<file path="src/rtl/fpu_normalize_round_if.sv">
// Handshake bundle for fpu_normalize_round: the upstream beat (in_*) and the packed result.
interface fpu_normalize_round_if #(
    parameter int EXP_W = 8,
    parameter int MAN_W = 23
);
    localparam int IN_W = 2*MAN_W+2;

    logic               in_valid;
    logic               in_ready;
    logic               in_sign;
    logic [EXP_W-1:0]   in_exponent;
    logic [IN_W-1:0]    in_mantissa;
    logic [1:0]         in_operator;
    logic               out_valid;
    logic               out_ready;
    logic               sign;
    logic [EXP_W-1:0]   exponent;
    logic [MAN_W-1:0]   mantissa;
    logic [3:0]         flags;

    modport master (
        output in_valid, in_sign, in_exponent, in_mantissa, in_operator, out_ready,
        input  in_ready, out_valid, sign, exponent, mantissa, flags
    );

    modport slave (
        input  in_valid, in_sign, in_exponent, in_mantissa, in_operator, out_ready,
        output in_ready, out_valid, sign, exponent, mantissa, flags
    );
endinterface

</file>
<file path="src/rtl/fpu_normalize_round.sv">
// Two-stage normalise (s1) and round/pack (s2) pipeline with valid/ready flow control.
// FPU_NORM_ROUND_EN selects round-to-nearest-even with a live inexact flag; otherwise truncate.
module fpu_normalize_round #(
    parameter int EXP_W = 8,
    parameter int MAN_W = 23
) (
    input  logic                  clk,
    input  logic                  rst_n,
    fpu_normalize_round_if.slave  bus
);
    localparam int IN_W = 2*MAN_W+2;
    localparam int XW   = EXP_W+2;
    localparam int LZ_W = $clog2(IN_W);
    localparam logic signed [XW-1:0] EXP_MAX  = XW'((1 << EXP_W) - 1);
    localparam logic signed [XW-1:0] EXP_ONE  = XW'(1);
    localparam logic signed [XW-1:0] EXP_ZERO = XW'(0);
`ifdef FPU_NORM_ROUND_EN
    localparam logic ROUND_EN = 1'b1;
`else
    localparam logic ROUND_EN = 1'b0;
`endif

    logic                  r_s1Valid;
    logic                  r_s1Sign;
    logic signed [XW-1:0]  r_s1Exp;
    logic [IN_W-3:0]       r_s1Man;
    logic                  r_s1Sticky;
    logic                  r_s1Zero;
    logic                  r_s1MulUnf;
    logic                  r_s1Rsvd;

    logic                  r_outValid;
    logic                  r_sign;
    logic [EXP_W-1:0]      r_exp;
    logic [MAN_W-1:0]      r_man;
    logic [3:0]            r_flags;

    logic                  w_s2Load;
    logic                  w_s1Load;
    logic [LZ_W-1:0]       w_lz;
    logic                  w_carry;
    logic                  w_nonzero;
    logic                  w_shiftOut;
    logic                  w_mulUnf;
    logic [IN_W-3:0]       w_norm;
    logic signed [XW-1:0]  w_normExp;

    logic [MAN_W-1:0]      w_kept;
    logic                  w_guard;
    logic                  w_sticky;
    logic                  w_inc;
    logic                  w_inexact;
    logic [MAN_W:0]        w_sum;
    logic signed [XW-1:0]  w_rndExp;
    logic                  w_sign;
    logic [EXP_W-1:0]      w_exp;
    logic [MAN_W-1:0]      w_man;
    logic [3:0]            w_flags;

    // No skid buffer: s1 can only take a beat if it is empty or moving into s2 this cycle.
    assign w_s2Load     = !r_outValid || bus.out_ready;
    assign w_s1Load     = !r_s1Valid || w_s2Load;
    assign bus.in_ready = rst_n && w_s1Load;

    always_comb begin
        w_lz = '0;
        for (int i = 0; i < IN_W-1; i++) begin
            if (bus.in_mantissa[i]) begin
                w_lz = LZ_W'(IN_W-2-i);
            end
        end
    end

    assign w_carry   = bus.in_mantissa[IN_W-1];
    assign w_nonzero = |bus.in_mantissa;
    assign w_mulUnf  = (bus.in_operator == 2'b10) && !w_carry && w_nonzero && (w_lz > LZ_W'(1));

    // Only the bits below the hidden one are kept; the hidden bit is implied from here on.
    always_comb begin
        w_norm     = (IN_W-2)'(bus.in_mantissa << w_lz);
        w_normExp  = $signed(XW'(bus.in_exponent)) - $signed(XW'(w_lz));
        w_shiftOut = 1'b0;
        if (w_carry) begin
            w_norm     = bus.in_mantissa[IN_W-2:1];
            w_normExp  = $signed(XW'(bus.in_exponent)) + EXP_ONE;
            w_shiftOut = bus.in_mantissa[0];
        end
    end

    always_ff @(posedge clk or negedge rst_n) begin
        if (!rst_n) begin
            r_s1Valid  <= 1'b0;
            r_s1Sign   <= 1'b0;
            r_s1Exp    <= '0;
            r_s1Man    <= '0;
            r_s1Sticky <= 1'b0;
            r_s1Zero   <= 1'b0;
            r_s1MulUnf <= 1'b0;
            r_s1Rsvd   <= 1'b0;
        end else if (w_s1Load) begin
            r_s1Valid  <= bus.in_valid;
            r_s1Sign   <= bus.in_sign;
            r_s1Exp    <= w_normExp;
            r_s1Man    <= w_norm;
            r_s1Sticky <= w_shiftOut;
            r_s1Zero   <= !w_nonzero;
            r_s1MulUnf <= w_mulUnf;
            r_s1Rsvd   <= (bus.in_operator == 2'b11);
        end
    end

    assign w_kept    = r_s1Man[IN_W-3 -: MAN_W];
    assign w_guard   = r_s1Man[IN_W-3-MAN_W];
    assign w_sticky  = (|r_s1Man[IN_W-4-MAN_W:0]) | r_s1Sticky;
    assign w_inc     = ROUND_EN && w_guard && (w_sticky || w_kept[0]);
    assign w_inexact = ROUND_EN && (w_guard || w_sticky);
    assign w_sum     = {1'b0, w_kept} + (MAN_W+1)'(w_inc);
    assign w_rndExp  = r_s1Exp + (w_sum[MAN_W] ? EXP_ONE : EXP_ZERO);

    // Exceptions are judged on the post-rounding exponent; reserved and zero inputs win over both.
    always_comb begin
        w_sign  = r_s1Sign;
        w_exp   = w_rndExp[EXP_W-1:0];
        w_man   = w_sum[MAN_W-1:0];
        w_flags = {2'b00, w_inexact, 1'b0};
        if (r_s1Rsvd) begin
            w_sign  = 1'b0;
            w_exp   = '0;
            w_man   = '0;
            w_flags = 4'b0000;
        end else if (r_s1Zero) begin
            w_exp   = '0;
            w_man   = '0;
            w_flags = 4'b0001;
        end else if (w_rndExp >= EXP_MAX) begin
            w_exp   = '1;
            w_man   = '0;
            w_flags = {1'b1, 1'b0, ROUND_EN, 1'b0};
        end else if ((w_rndExp <= EXP_ZERO) || r_s1MulUnf) begin
            w_exp   = '0;
            w_man   = '0;
            w_flags = {1'b0, 1'b1, ROUND_EN, 1'b1};
        end
    end

    always_ff @(posedge clk or negedge rst_n) begin
        if (!rst_n) begin
            r_outValid <= 1'b0;
            r_sign     <= 1'b0;
            r_exp      <= '0;
            r_man      <= '0;
            r_flags    <= '0;
        end else if (w_s2Load) begin
            r_outValid <= r_s1Valid;
            if (r_s1Valid) begin
                r_sign  <= w_sign;
                r_exp   <= w_exp;
                r_man   <= w_man;
                r_flags <= w_flags;
            end
        end
    end

    assign bus.out_valid = r_outValid;
    assign bus.sign      = r_sign;
    assign bus.exponent  = r_exp;
    assign bus.mantissa  = r_man;
    assign bus.flags     = r_flags;
endmodule
</file>
<file path="src/flat_wrapper.sv">
// flat-port wrapper written by rule: the top's interface ports become plain ports
module fpu_normalize_round_flat 
#(
    parameter int EXP_W = 8,
    parameter int MAN_W = 23
)
  (clk, rst_n, bus_in_valid, bus_in_sign, bus_in_exponent, bus_in_mantissa, bus_in_operator, bus_out_ready, bus_in_ready, bus_out_valid, bus_sign, bus_exponent, bus_mantissa, bus_flags);
  fpu_normalize_round_if #(.EXP_W(EXP_W), .MAN_W(MAN_W)) bus_i ();
  input  logic clk;
  input  logic rst_n;
  input wire logic [$bits(bus_i.in_valid)-1:0] bus_in_valid;
  input wire logic [$bits(bus_i.in_sign)-1:0] bus_in_sign;
  input wire logic [$bits(bus_i.in_exponent)-1:0] bus_in_exponent;
  input wire logic [$bits(bus_i.in_mantissa)-1:0] bus_in_mantissa;
  input wire logic [$bits(bus_i.in_operator)-1:0] bus_in_operator;
  input wire logic [$bits(bus_i.out_ready)-1:0] bus_out_ready;
  output wire logic [$bits(bus_i.in_ready)-1:0] bus_in_ready;
  output wire logic [$bits(bus_i.out_valid)-1:0] bus_out_valid;
  output wire logic [$bits(bus_i.sign)-1:0] bus_sign;
  output wire logic [$bits(bus_i.exponent)-1:0] bus_exponent;
  output wire logic [$bits(bus_i.mantissa)-1:0] bus_mantissa;
  output wire logic [$bits(bus_i.flags)-1:0] bus_flags;
  assign bus_i.in_valid = bus_in_valid;
  assign bus_i.in_sign = bus_in_sign;
  assign bus_i.in_exponent = bus_in_exponent;
  assign bus_i.in_mantissa = bus_in_mantissa;
  assign bus_i.in_operator = bus_in_operator;
  assign bus_i.out_ready = bus_out_ready;
  assign bus_in_ready = bus_i.in_ready;
  assign bus_out_valid = bus_i.out_valid;
  assign bus_sign = bus_i.sign;
  assign bus_exponent = bus_i.exponent;
  assign bus_mantissa = bus_i.mantissa;
  assign bus_flags = bus_i.flags;
  fpu_normalize_round #(.EXP_W(EXP_W), .MAN_W(MAN_W)) u_core (.clk(clk), .rst_n(rst_n), .bus(bus_i));
endmodule
</file>
<file path="config.mk">
export PLATFORM = sky130hd
export DESIGN_NAME = fpu_normalize_round_flat
export DESIGN_NICKNAME = d
export VERILOG_FILES = /design/src/rtl/fpu_normalize_round_if.sv /design/src/rtl/fpu_normalize_round.sv /design/src/flat_wrapper.sv
export SDC_FILE = /design/constraint.sdc
export NUM_CORES = 1
export LEC_CHECK = 0
export ABC_AREA = 1
export CORE_ASPECT_RATIO = 1.75
export CORE_MARGIN = 5
export CORE_UTILIZATION = 35
export CTS_CLUSTER_DIAMETER = 150
export DETAILED_ROUTE_END_ITERATION = 12
export GPL_TIMING_DRIVEN = 0
export PLACE_DENSITY_LB_ADDON = 0.25
export REMOVE_ABC_BUFFERS = 1
export SLEW_MARGIN = 20
export SYNTH_ARGS = -nofsm -noshare
export SYNTH_HDL_FRONTEND = slang
export SYNTH_SLANG_ARGS = --single-unit
</file>
<file path="constraint.sdc">
create_clock -name clk -period 3.35 [get_ports clk]
set_input_delay 1.005 -clock clk [delete_from_list [all_inputs] [get_ports clk]]
set_output_delay 1.005 -clock clk [all_outputs]
set_load 0.005 [all_outputs]
</file>
==> run summary <==
status: complete, but fails checks
failing checks: negative setup slack
CTS tree: built
standby leakage power: 0.00467 uW
mux contribution to synthesized area: 0
peak supply drop: 0.348 mV
Area contributors post-synth: dfrtp_1, nand3_1, nand2_1
sequential-to-total area share from yosys stat: 0.280
vias in the first global route: 8270
Mean Syn Cell Area: 6.08 um^2
setup TNS: -51.94 ns
worst min-delay path category: flip-flop to flip-flop
ranking of synthesized cells by instance count: nand2_1, nand3_1, inv_1
highest clock frequency the design can meet: 193 MHz
Required @ worst endpoint: 3.62 ns
# fillers: 1845
Min Hold Slack: 0.477 ns
number of buffers on the longest clock path: 2
CP endpoint kind: flip-flop
power density relative to cell area: 363 nW/um^2
weighted congestion at the end of routability-driven global placement: 0.996
DRC violation count after routing: 0
number of clock sinks: 74
synth-to-layout area growth: 47.3%
maximum number of pins on one net before global-route repair: 49
post-synthesis instance area: 6610 um^2
startpoint type of the worst setup path: input port
ratio of cells with drive above 1 in the final layout: 0.221
instance area at placement: 7790 um^2
share of Yosys cell area claimed by the top area cell type: 0.280
core area: 18600 um^2
Post-synth ARST share: 1.00
post-route clock period utilization: 1.55
pre-CTS setup slack: -3.85 ns
top cell type by total area after synthesis: dfrtp_1
initial antenna violation count: 0
number of input and output port buffers inserted: 99
number of setup violations in the final report: 34
Max Fanout on Critical Path: 4
final standard cell count with taps included and fillers excluded: 1485
dominant combinational cell family by area after synthesis: simple AND/OR/NAND/NOR gates
Vert. Die Dim: 192 um
Total Die Area: 21800 um^2
width of the die: 114 um
remaining antenna violation count after routing: 0
global-route usage over all layers: 0.265
post-synthesis xor/xnor area fraction: 0.00265
number of buffers inserted during clock tree synthesis: 9
average vias per placed instance: 5.77
synthesized-area fraction occupied by and/or/nand/nor cells: 0.463
Final Critical Period: 5.19 ns
data arrival time of the worst path: 5.47 ns
total number of nets in the final design: 1313
half-perimeter wire length of the detailed placement result: 19.1 mm
cell chosen for the clock root: clkbuf_16
initial detailed-routing violation count: 892
clock-pin slew on the worst setup and hold paths: 0.06 ns
relative slew slack: 0.0962
length of the first detailed-routing pass in iterations: 6
first-pass GRT wire length: 44.6 mm
worst setup path category: input port to flip-flop
number of top-level pins: 101
RSZ-0062 raised after global routing: yes
critical path's most frequent cell: buf_4
final hold vios: 0
number of synthesized flops with an enable pin: 0
# placed instances: 1370
top-count cell post-synth: nand2_1
final slew viol count: 0
number of distinct standard cells referenced by the synthesized netlist: 37
routed length per placed instance: 20.5 um
most used flip-flop cell after synthesis: dfrtp_1
aggregate routed wire length: 30.5 mm
biggest cell delay along the critical path: 0.19 ns
final design instance area without fill: 9730 um^2
final worst slack: -1.84 ns
effective utilization at floorplan: 0.356
ant diodes: 0
Max H-tree Level: 3
adder-cell share of the synthesized area: 0.0163
Maximum Capacitance Violations: 0
Post-Route Skew: 0.00882 ns
number of standard-cell rows in the floorplan: 66
CTS Hold Bufs: 0
aggregate global routing overflow: 0
Seq cells post-synth: 74
synthesized instance count: 1087
Tightest Pin Transition: 1.36 ns
Yosys Warn Count: 0
library cell contributing the largest single delay on the critical path: nand4_1
DR vias: 8571
worst skew pair latency: 0.34 ns
compound-cell area share of the yosys netlist: 0.126
[cells in the final DEF, fill, tap and decap left out, types with 10 or more instances in the layout]
| master | count |
|---|---|
| nor3_1 | 12 |
| nand2_2 | 39 |
| a32o_1 | 22 |
| nand3_2 | 56 |
| o21ai_0 | 31 |
| o211ai_1 | 19 |
| nand2_4 | 10 |
| a21oi_1 | 11 |
| clkdlybuf4s50_1 | 84 |
| nand2_1 | 252 |
| o21ai_1 | 12 |
| dfrtp_1 | 74 |
| nand4_1 | 14 |
| buf_4 | 71 |
| inv_1 | 111 |
| nor2_1 | 59 |
| buf_6 | 14 |
| nand3_1 | 230 |
[flip-flops by register name (all words and copies together) (netlist names), 3 cells and up]
signal               count
u_core.bus.flags         3
u_core.bus.mantissa     23
u_core.r_s1Man          23
u_core.r_s1Exp          10
u_core.bus.exponent      8
[repair_timing]
action / in CTS / in global routing
endpoints found under the setup margin: 35 / 34
pin swaps: 35 / 41
endpoints found under the hold margin: 0 / 0
buffers inserted: 77 / 14
gates cloned: 7 / 2
resized for setup: 141 / 104
[critical path, delay by kind of cell]
family	cells	cell delay, ns
buffers and inverters	30	3.52
and+or+nand+nor	8	0.92
[final timing paths]
kind / startpoint / endpoint / slack [ns] / cells past startpoint
worst max-delay path: bus_in_mantissa[3] / u_core.r_s1Man[27] / -1.84 / 38
worst min-delay path: u_core.bus.mantissa[4] / u_core.bus.mantissa[4] / 0.48 / 2
worst max register to register: u_core.r_s1Exp[3] / u_core.bus.mantissa[5] / 1.36 / 4
worst min register to register: u_core.bus.mantissa[4] / u_core.bus.mantissa[4] / 0.48 / 2
max in group asynchronous: rst_n / u_core.r_s1Man[41] / 2.12 / 2
min in group asynchronous: rst_n / u_core.bus.exponent[1] / 0.65 / 1
[per-stage QoR]
stage / total power [uW] / utilization
after floorplan: 1700 / -
after global placement: 2200 / 0.410
after detailed placement: 2230 / 0.420
after CTS: 3410 / 0.492
after global routing: 3710 / 0.524
final: 3530 / 0.524
[layer usage]
metal | track usage | vias to the layer above | wire, um
li1 | - | 3993 | -
met5 | 0 | - | 0
met3 | 0.0318 | 169 | 1890
met4 | 0.237 | 0 | 3180
met2 | 0.457 | 437 | 14900
met1 | 0.278 | 3972 | 10500
[logic make-up after synthesis]
kind of cell | Yosys count
simple gates | 695
buf+inv | 182
compound gates | 125
flops | 74
fa+ha+maj | 8
xor+xnor | 2
other cells | 1
[power by group]
group | switching [uW] | internal, uW | leakage (uW)
clock | 371 | 654 | 0.000153
combinational | 753 | 614 | 0.00360
sequential | 93.8 | 1040 | 0.000916
[area by class of cell]
type	count	area, um^2	area share
clock inverters	6	90.1	0.00926
flip-flops and latches	74	1850	0.190
repair buffers	197	1970	0.202
clock buffers	10	229	0.0235
repair inverters	1	8.76	0.000900
multi-input cells	838	4790	0.493
well taps	238	298	0.0306
inverters	121	488	0.0502
Power figures use the tool's default switching activity.
